File: src/rtl/product_bcd_display_pkg.sv
// Shared types and constants for the product-to-7-segment display path.
package product_bcd_display_pkg;

  typedef enum logic {
    IDLE = 1'b0,
    CONV = 1'b1
  } state_t;

  localparam int unsigned NUM_DIGITS = 4;
  localparam int unsigned CONV_BITS  = 8;
  localparam int unsigned CNT_W      = $clog2(CONV_BITS);
  localparam int unsigned BCD_W      = 12;
  localparam int unsigned SEG_W      = 7;

  // Active-low segment patterns, bit order {g,f,e,d,c,b,a}
  localparam logic [SEG_W-1:0] SEG_BLANK = 7'h7F;
  localparam logic [SEG_W-1:0] SEG_0     = 7'h40;
  localparam logic [SEG_W-1:0] SEG_1     = 7'h79;
  localparam logic [SEG_W-1:0] SEG_2     = 7'h24;
  localparam logic [SEG_W-1:0] SEG_3     = 7'h30;
  localparam logic [SEG_W-1:0] SEG_4     = 7'h19;
  localparam logic [SEG_W-1:0] SEG_5     = 7'h12;
  localparam logic [SEG_W-1:0] SEG_6     = 7'h02;
  localparam logic [SEG_W-1:0] SEG_7     = 7'h78;
  localparam logic [SEG_W-1:0] SEG_8     = 7'h00;
  localparam logic [SEG_W-1:0] SEG_9     = 7'h10;

  // Double-dabble correction: add 3 to every BCD nibble that is 5 or more
  function automatic logic [BCD_W-1:0] dabble_adjust(input logic [BCD_W-1:0] acc);
    logic [BCD_W-1:0] res;
    res = acc;
    for (int i = 0; i < 3; i++) begin
      if (acc[i*4 +: 4] >= 4'd5) res[i*4 +: 4] = acc[i*4 +: 4] + 4'd3;
    end
    return res;
  endfunction

endpackage

File: src/rtl/product_bcd_display_bcd_to_seg7.sv
// Combinational BCD nibble to active-low 7-segment decoder with blanking.
module bcd_to_seg7
  import product_bcd_display_pkg::*;
(
  input  logic [3:0]       digit,
  input  logic             blank,
  output logic [SEG_W-1:0] seg_c
);

  // Codes above 9 and blanked digits turn every segment off
  always_comb begin
    seg_c = SEG_BLANK;
    if (!blank) begin
      case (digit)
        4'd0:    seg_c = SEG_0;
        4'd1:    seg_c = SEG_1;
        4'd2:    seg_c = SEG_2;
        4'd3:    seg_c = SEG_3;
        4'd4:    seg_c = SEG_4;
        4'd5:    seg_c = SEG_5;
        4'd6:    seg_c = SEG_6;
        4'd7:    seg_c = SEG_7;
        4'd8:    seg_c = SEG_8;
        4'd9:    seg_c = SEG_9;
        default: seg_c = SEG_BLANK;
      endcase
    end
  end

endmodule

File: src/rtl/product_bcd_display.sv
// Captures an 8-bit product, converts it to BCD one bit per clock and
// drives a multiplexed 4-digit common-anode 7-segment display.
module product_bcd_display
  import product_bcd_display_pkg::*;
#(
  parameter int unsigned REFRESH_BITS = 16,
  parameter bit          LEAD_BLANK   = 1'b1
) (
  input  logic                  clk,
  input  logic                  rst,
  input  logic                  load,
  input  logic [7:0]            p,
  output logic                  busy,
  output logic                  done,
  output logic [BCD_W-1:0]      bcd,
  output logic [NUM_DIGITS-1:0] an,
  output logic [SEG_W-1:0]      seg
);

  state_t                  state;
  logic [7:0]              sreg;
  logic [BCD_W-1:0]        acc;
  logic [CNT_W-1:0]        bit_cnt;
  logic [REFRESH_BITS-1:0] refresh;

  logic [BCD_W+7:0]        shift_c;
  logic [1:0]              idx_c;
  logic [3:0]              digit_c;
  logic                    blank_c;
  logic [NUM_DIGITS-1:0]   an_c;
  logic [SEG_W-1:0]        seg_dec_c;

  // One double-dabble step: correct nibbles, then shift {acc, sreg} left
  assign shift_c = {dabble_adjust(acc), sreg} << 1;

  // Conversion FSM and datapath; bcd only changes when a conversion completes
  always_ff @(posedge clk) begin
    if (rst) begin
      state   <= IDLE;
      busy    <= 1'b0;
      done    <= 1'b0;
      bcd     <= '0;
      sreg    <= '0;
      acc     <= '0;
      bit_cnt <= '0;
    end else begin
      done <= 1'b0;
      case (state)
        IDLE: begin
          if (load) begin
            sreg    <= p;
            acc     <= '0;
            bit_cnt <= '0;
            busy    <= 1'b1;
            state   <= CONV;
          end
        end
        CONV: begin
          acc     <= shift_c[BCD_W+7:8];
          sreg    <= shift_c[7:0];
          bit_cnt <= bit_cnt + CNT_W'(1);
          if (bit_cnt == CNT_W'(CONV_BITS - 1)) begin
            bcd   <= shift_c[BCD_W+7:8];
            done  <= 1'b1;
            busy  <= 1'b0;
            state <= IDLE;
          end
        end
        default: state <= IDLE;
      endcase
    end
  end

  // Free-running refresh counter; top two bits pick the active digit
  always_ff @(posedge clk) begin
    if (rst) refresh <= '0;
    else     refresh <= refresh + REFRESH_BITS'(1);
  end

  assign idx_c = refresh[REFRESH_BITS-1 -: 2];

  // Digit mux with leading-zero blanking; slot 3 is always dark
  always_comb begin
    digit_c = 4'd0;
    blank_c = 1'b1;
    an_c    = ~(NUM_DIGITS'(1) << idx_c);
    case (idx_c)
      2'd0: begin
        digit_c = bcd[3:0];
        blank_c = 1'b0;
      end
      2'd1: begin
        digit_c = bcd[7:4];
        blank_c = LEAD_BLANK && (bcd[11:4] == 8'd0);
      end
      2'd2: begin
        digit_c = bcd[11:8];
        blank_c = LEAD_BLANK && (bcd[11:8] == 4'd0);
      end
      default: begin
        digit_c = 4'd0;
        blank_c = 1'b1;
      end
    endcase
  end

  bcd_to_seg7 u_dec (
    .digit (digit_c),
    .blank (blank_c),
    .seg_c (seg_dec_c)
  );

  // Register the pins so anode and segment changes land on the same edge
  always_ff @(posedge clk) begin
    if (rst) begin
      an  <= 4'b1110;
      seg <= SEG_0;
    end else begin
      an  <= an_c;
      seg <= seg_dec_c;
    end
  end

endmodule

File: config.mk
export PLATFORM = sky130hd
export DESIGN_NAME = product_bcd_display
export DESIGN_NICKNAME = d
export VERILOG_FILES = /design/src/rtl/product_bcd_display_pkg.sv /design/src/rtl/product_bcd_display_bcd_to_seg7.sv /design/src/rtl/product_bcd_display.sv
export SDC_FILE = /design/constraint.sdc
export NUM_CORES = 1
export LEC_CHECK = 0
export ABC_AREA = 1
export BUFFER_PORTS_ARGS = -buffer_cell sky130_fd_sc_hd__buf_2
export CELL_PAD_IN_SITES_DETAIL_PLACEMENT = 0
export CELL_PAD_IN_SITES_GLOBAL_PLACEMENT = 1
export CORE_ASPECT_RATIO = 1.5
export CORE_UTILIZATION = 43
export DETAILED_ROUTE_END_ITERATION = 16
export PLACE_DENSITY_LB_ADDON = 0.1
export SLEW_MARGIN = 5
export SYNTH_ARGS = -nofsm -noshare
export SYNTH_HDL_FRONTEND = slang
export SYNTH_SLANG_ARGS = --single-unit
File: constraint.sdc
create_clock -name clk -period 1.75 [get_ports clk]
set_input_delay 0.35 -clock clk [delete_from_list [all_inputs] [get_ports clk]]
set_output_delay 0.35 -clock clk [all_outputs]
set_load 0.02 [all_outputs]
# == Yosys cells after proc, flatten, opt, wreduce, memory -nomap -nowiden ==
# Memory sizes are Yosys's and may differ from the RTL's.
# Cells that the tools add are included.
# classes
add_sub_neg,5
order_cmp,3
n_eq_ne,5
shift,1
mux,19
n_bitwise,2
n_reduce_logical,7
# op_table
operator,n
$pmux W12 S2,1
$add A16 B1 Y16 const B,1
$pmux W8 S2,1
$ge A4 B3 Y1 const B,3
$mux W12,1
$pmux W4 S3,1
$add A4 B2 Y4 const B,2
$logic_not A8 Y1,1
$mux W4,2
$mux W8,1
$mux W3,2
$mux W6,1
$pmux W3 S2,1
$mux W1,5
$logic_not A4 Y1,1
$not A4 Y4,1
$pmux W1 S2,2
$reduce_and A2 Y1,2
$reduce_or A2 Y1,2
$shl A1 B2 Y4 const A,1
$add A3 B1 Y3 const B,1
$add A3 B2 Y3 const B,1
$eq A3 B3 Y1 const B,1
$pmux W1 S3,1
6 further kinds,6
# word_totals
register_bits,65
romBits,112
in_bits,11
word_cells,54
n_memories,1
# memory_table
memory,depth,width,rd,rd_clocked_by_memory_dff,wr,line,rtl
(name not given),16,7,1,0,0,product_bcd_display_bcd_to_seg7.sv:14,case (digit)

# == Logic depth before layout (Yosys ltp) ==
# An unclocked memory read counts as a cell.
# logic_depth
ltp_word,4
mapped_depth,14
ltp_nobuf,13

# == Cells and area by module ==
# A second synthesis with hierarchy kept.
# hier_totals
cells_unflattened,431
area_unflattened_um2,3071.7
# modules_own_cells
mod,instances,cells_per_inst,area_per_inst_um2
product_bcd_display,1,394,2867.8
bcd_to_seg7,1,37,203.9

# == Least setup slack after synthesis ==
# OpenSTA, ideal clock, no wires.
# synth_timing
path_kind,register to register
from,reg refresh[15]
to,reg seg[3]
arrival_time_ns,1.490
required_ns,1.638
path_slack_ns,0.148
path_stages_with_launch,15
path_buffers,1
synth_period_minus_slack_ns,1.602
cell_sequence,dfxtp_1 buf_6 nor2_4 nand2_1 nand2_2 nor2_4 nor2_4 inv_1 ha_1 inv_1 nand4_1 nand2_2 nor2_1 nor2_1 nor2_1
# synth_between
elab_chain_cells,4
word_cells_on_any_way,7
cone_classes,eq/ne (2); mux (3); reduce/logical (1); memory (1)
# synth_rtl
element,line,rtl
"start, declared",product_bcd_display.sv:24,logic [REFRESH_BITS-1:0] refresh;
"start signal, assigned",product_bcd_display.sv:77,else refresh <= refresh + REFRESH_BITS'(1);
"$eq A2 B2 Y1, or another cell as far along",product_bcd_display.sv:87,case (idx_c)
$pmux W4 S3,product_bcd_display.sv:87,
$mem_v2 Z16 W7,-,
$mux W6 (*),product_bcd_display_bcd_to_seg7.sv:13,if (!blank) begin
"end signal, assigned",product_bcd_display.sv:120,seg <= seg_dec_c;
"end, declared",product_bcd_display.sv:17,output logic [SEG_W-1:0] seg
# Every way passes the cells marked *; elsewhere a longest branch is shown, timed or not.
# A chain may end at the register's enable or synchronous reset.

# == Final worst setup path ==
# layout_timing
from,reg refresh[15]
to,reg seg[0]
# Same word-level chain as after synthesis.

==> results by group <==
Global routing
  – Pin count of the biggest net entering global routing: 21
  – Initial antenna violation count: 0
  – Vias in the first global route: 2,705
  – Gr usage total: 21.0%
  – First-pass GRT wire length: 12,400 µm
  – Gr ovfl total: 0

Timing
  – Tcrit/Tclk final: 90.8%
  – Fmax: 629 MHz
  – PnR worst setup slack: 0.161 ns
  – Final hold violation count: 0
  – Final setup fails: 0
  – Min Hold Slack: 0.267 ns
  – Slew margin rel.: 74.4%
  – Worst Max-Slew Pin Slew: 0.382 ns
  – Max Slew Vio Count: 0
  – Clock skew: 0.00574 ns
  – RSZ-0062 raised after global routing: no
  – Post-route setup TNS: 0 ns
  – Tmin final: 1.59 ns

Power and ir drop
  – Combinational Power Share: 4.5%
  – Leak pwr: 1.66 nW
  – Sequential Power Share: 50.9%
  – Internal power: 2.29 mW
  – Clk pwr share: 44.6%
  – Final Power: 2.98 mW
  – VDD IR max: 0.000494 V
  – P per Cell Area: 784 mW/mm²
  – Net switching power: 684 µW
  – Sw Share: 23.0%

Placement
  – Placed cells: 575
  – Final GP Congestion: 0.782
  – DP HPWL: 5480 µm
  – Placed inst area: 0.00358 mm²
  – I/O Buffers: 35
  – DP Worst Slack: 0.0856 ns

Drt
  – Drt first pass iters: 4
  – Drt initial violations: 97
  – Drt wl/cell: 12.4 µm
  – Final ANT Viol Nets: 0
  – Residual DRC: 0
  – WL final: 7350 µm
  – Via count: 2,835
  – Vias per cell: 4.80

Yosys
  – Area leader, netlist: dfxtp_1
  – Synth warnings: 0
  – Count of cell types in the netlist: 33
  – Leading post-synthesis cells by cell area: dfxtp_1 40%, nand2_1 11%, inv_1 6.6%, ha_1 5.4%, nand3_1 5.4%
  – Seq/Total Area, Yosys: 40.0%
  – Top-area cell type share of the netlist area: 40.0%
  – Post-Syn Instances: 437
  – Synthesized area: 0.00325 mm²
  – Post-synthesis register bit count: 65
  – Synth Net Count: 462
  – Syn avg cell area: 7.44 µm²

Critical path
  – Worst Setup Start Kind: register
  – Crit-path cells: nor2_4 -> nand2_1 -> nand2_2 -> nor2_4 -> nor2_4 -> inv_1 -> ha_1 -> inv_1 -> nand4_1 -> nand2_2 -> nor2_1 -> nor2_1 -> nor2_1
  – CP Max Fanout: 6
  – Critical path's largest stage delay: 0.37 ns
  – CP required: 1.99 ns
  – WS Path Type: reg -> reg
  – Crit path arrival time: 1.83 ns
  – Nature of the critical path endpoint: register
  – Cell family with most CP delay: simple AND/OR/NAND/NOR gates
  – Worst Path Buf+Inv: 2
  – CP max-delay cell: dfxtp_2

Clock tree
  – Worst skew pair latency: 0.35 ns
  – CTS buffer count: 9
  – CTS H-Tree Depth: 3
  – CTS tree: yes
  – Worst-path clk slew: 0.07 ns
  – CTS Sinks: 65
  – Hold-fix buffers at CTS: 0
  – Clock root buffer: clkbuf_8
  – Worst-case clock buffer depth: 2
  – # Post-CTS Setup Buffers: 0

Run
  – Max-cap viol count: 0

Cells and area
  – Design Area, Final: 0.00379 mm²
  – Ant. Diodes: 0
  – Final nets: 511
  – Non-Filler Instances: 591
  – Fin util: 52.2%
  – Layout cells sized above 1: 21.8%
  – Area delta synth->final: 16.8%

Floorplanning
  – Core Rows: 38
  – Initial Utilization: 44.7%
  – Die area: 0.00792 mm²
  – I/O pin count: 36
  – Die width: 73.0 µm
  – Core area: 0.00727 mm²
  – Chip Height: 108 µm

Status
  – Status: completed

Min path
  – Hold Crit Class: in -> reg
synth_stat cells, drive strengths merged:
master	count
nor3b	1
nor3	2
nand3b	1
inv	65
a22oi	2
ha	14
nand3	42
a31oi	1
dfxtp	65
o211ai	5
xor2	2
nor2	45
buf	6
or2	1
nand2	112
o21ai	22
o22ai	3
clkbuf	6
a21oi	31
o21a	4
nand4	7
per-layer routing:
layer | up-vias | part of all wire (%) | global-route usage (%)
met1 | 1292 | 44 | 22.9
met3 | 11 | 1.9 | 3.63
met5 | - | 0 | 0
met2 | 37 | 52 | 38.1
li1 | 1495 | - | -
met4 | 0 | 2.3 | 10.9
tightest hold or removal path, cell delays in order:
cell and delay [ns]:
buf_2 0.10, nand3_1 0.07, a21oi_1 0.06
power by group through the flow:
stage                     combinational [mW]  clock, mW  sequential (mW)
after floorplan                       0.0893          0             1.55
after CTS                              0.139       1.37             1.52
after global routing                   0.154       1.43             1.52
final                                  0.135       1.33             1.51
after global placement                 0.137          0             1.55
after detailed placement               0.138          0             1.55
flip-flops by register name, summed over array words and instances, names as in the netlist:
signal and cells:
bit_cnt 3, an 4, acc 12, state 1
seg 7, done 1, sreg 8, busy 1
refresh 16, bcd 12
what timing repair did:
| item | 4_1_cts | 5_1_grt |
|---|---|---|
| endpoints found under the setup margin | 0 | 5 |
| gates resized for setup | 0 | 3 |
| hold endpoints to repair | 0 | 0 |
placed cells by master, fill, tap and decap left out, types with 2 or more instances in the layout:
cell type	count
nand2_2	10
nand3_1	35
nand2_1	97
xor2_1	2
dfxtp_1	63
buf_2	35
a21oi_1	30
inv_1	57
o22ai_1	3
clkbuf_8	15
ha_1	14
nor2_4	5
buf_4	15
nand3_2	3
nor2_1	38
o21ai_1	2
nand2_4	5
o21ai_0	20
nor2_2	2
nand4_1	7
o21a_1	4
nand3_4	4
inv_2	8
o211ai_1	5
a22oi_1	2
final timing paths:
kind	start	endpoint	slack [ns]	cells after the start
worst max-delay path	refresh[15]	seg[0]	0.16	13
worst min-delay path	p[0]	sreg[0]	0.27	3
worst max register to register	refresh[15]	seg[0]	0.16	13
worst min register to register	busy	busy	0.46	2
cell families after synthesis:
family | count (synthesis) | share of synthesized area [%]
fa+ha+maj | 14 | 5.39
buf+inv | 77 | 10.1
compound gates | 68 | 11.6
xor+xnor | 2 | 0.539
simple gates | 211 | 32.3
flops | 65 | 40.0
layout make-up:
type | count | area, µm²
flip-flops and latches | 65 | 1310
fillers | 763 | 3480
multi-input cells | 295 | 1620
well taps | 100 | 125
repair buffers | 50 | 288
clock buffers | 15 | 206
inverters | 65 | 244
clock inverters | 1 | 5.00
Power figures use the tool's default switching activity.
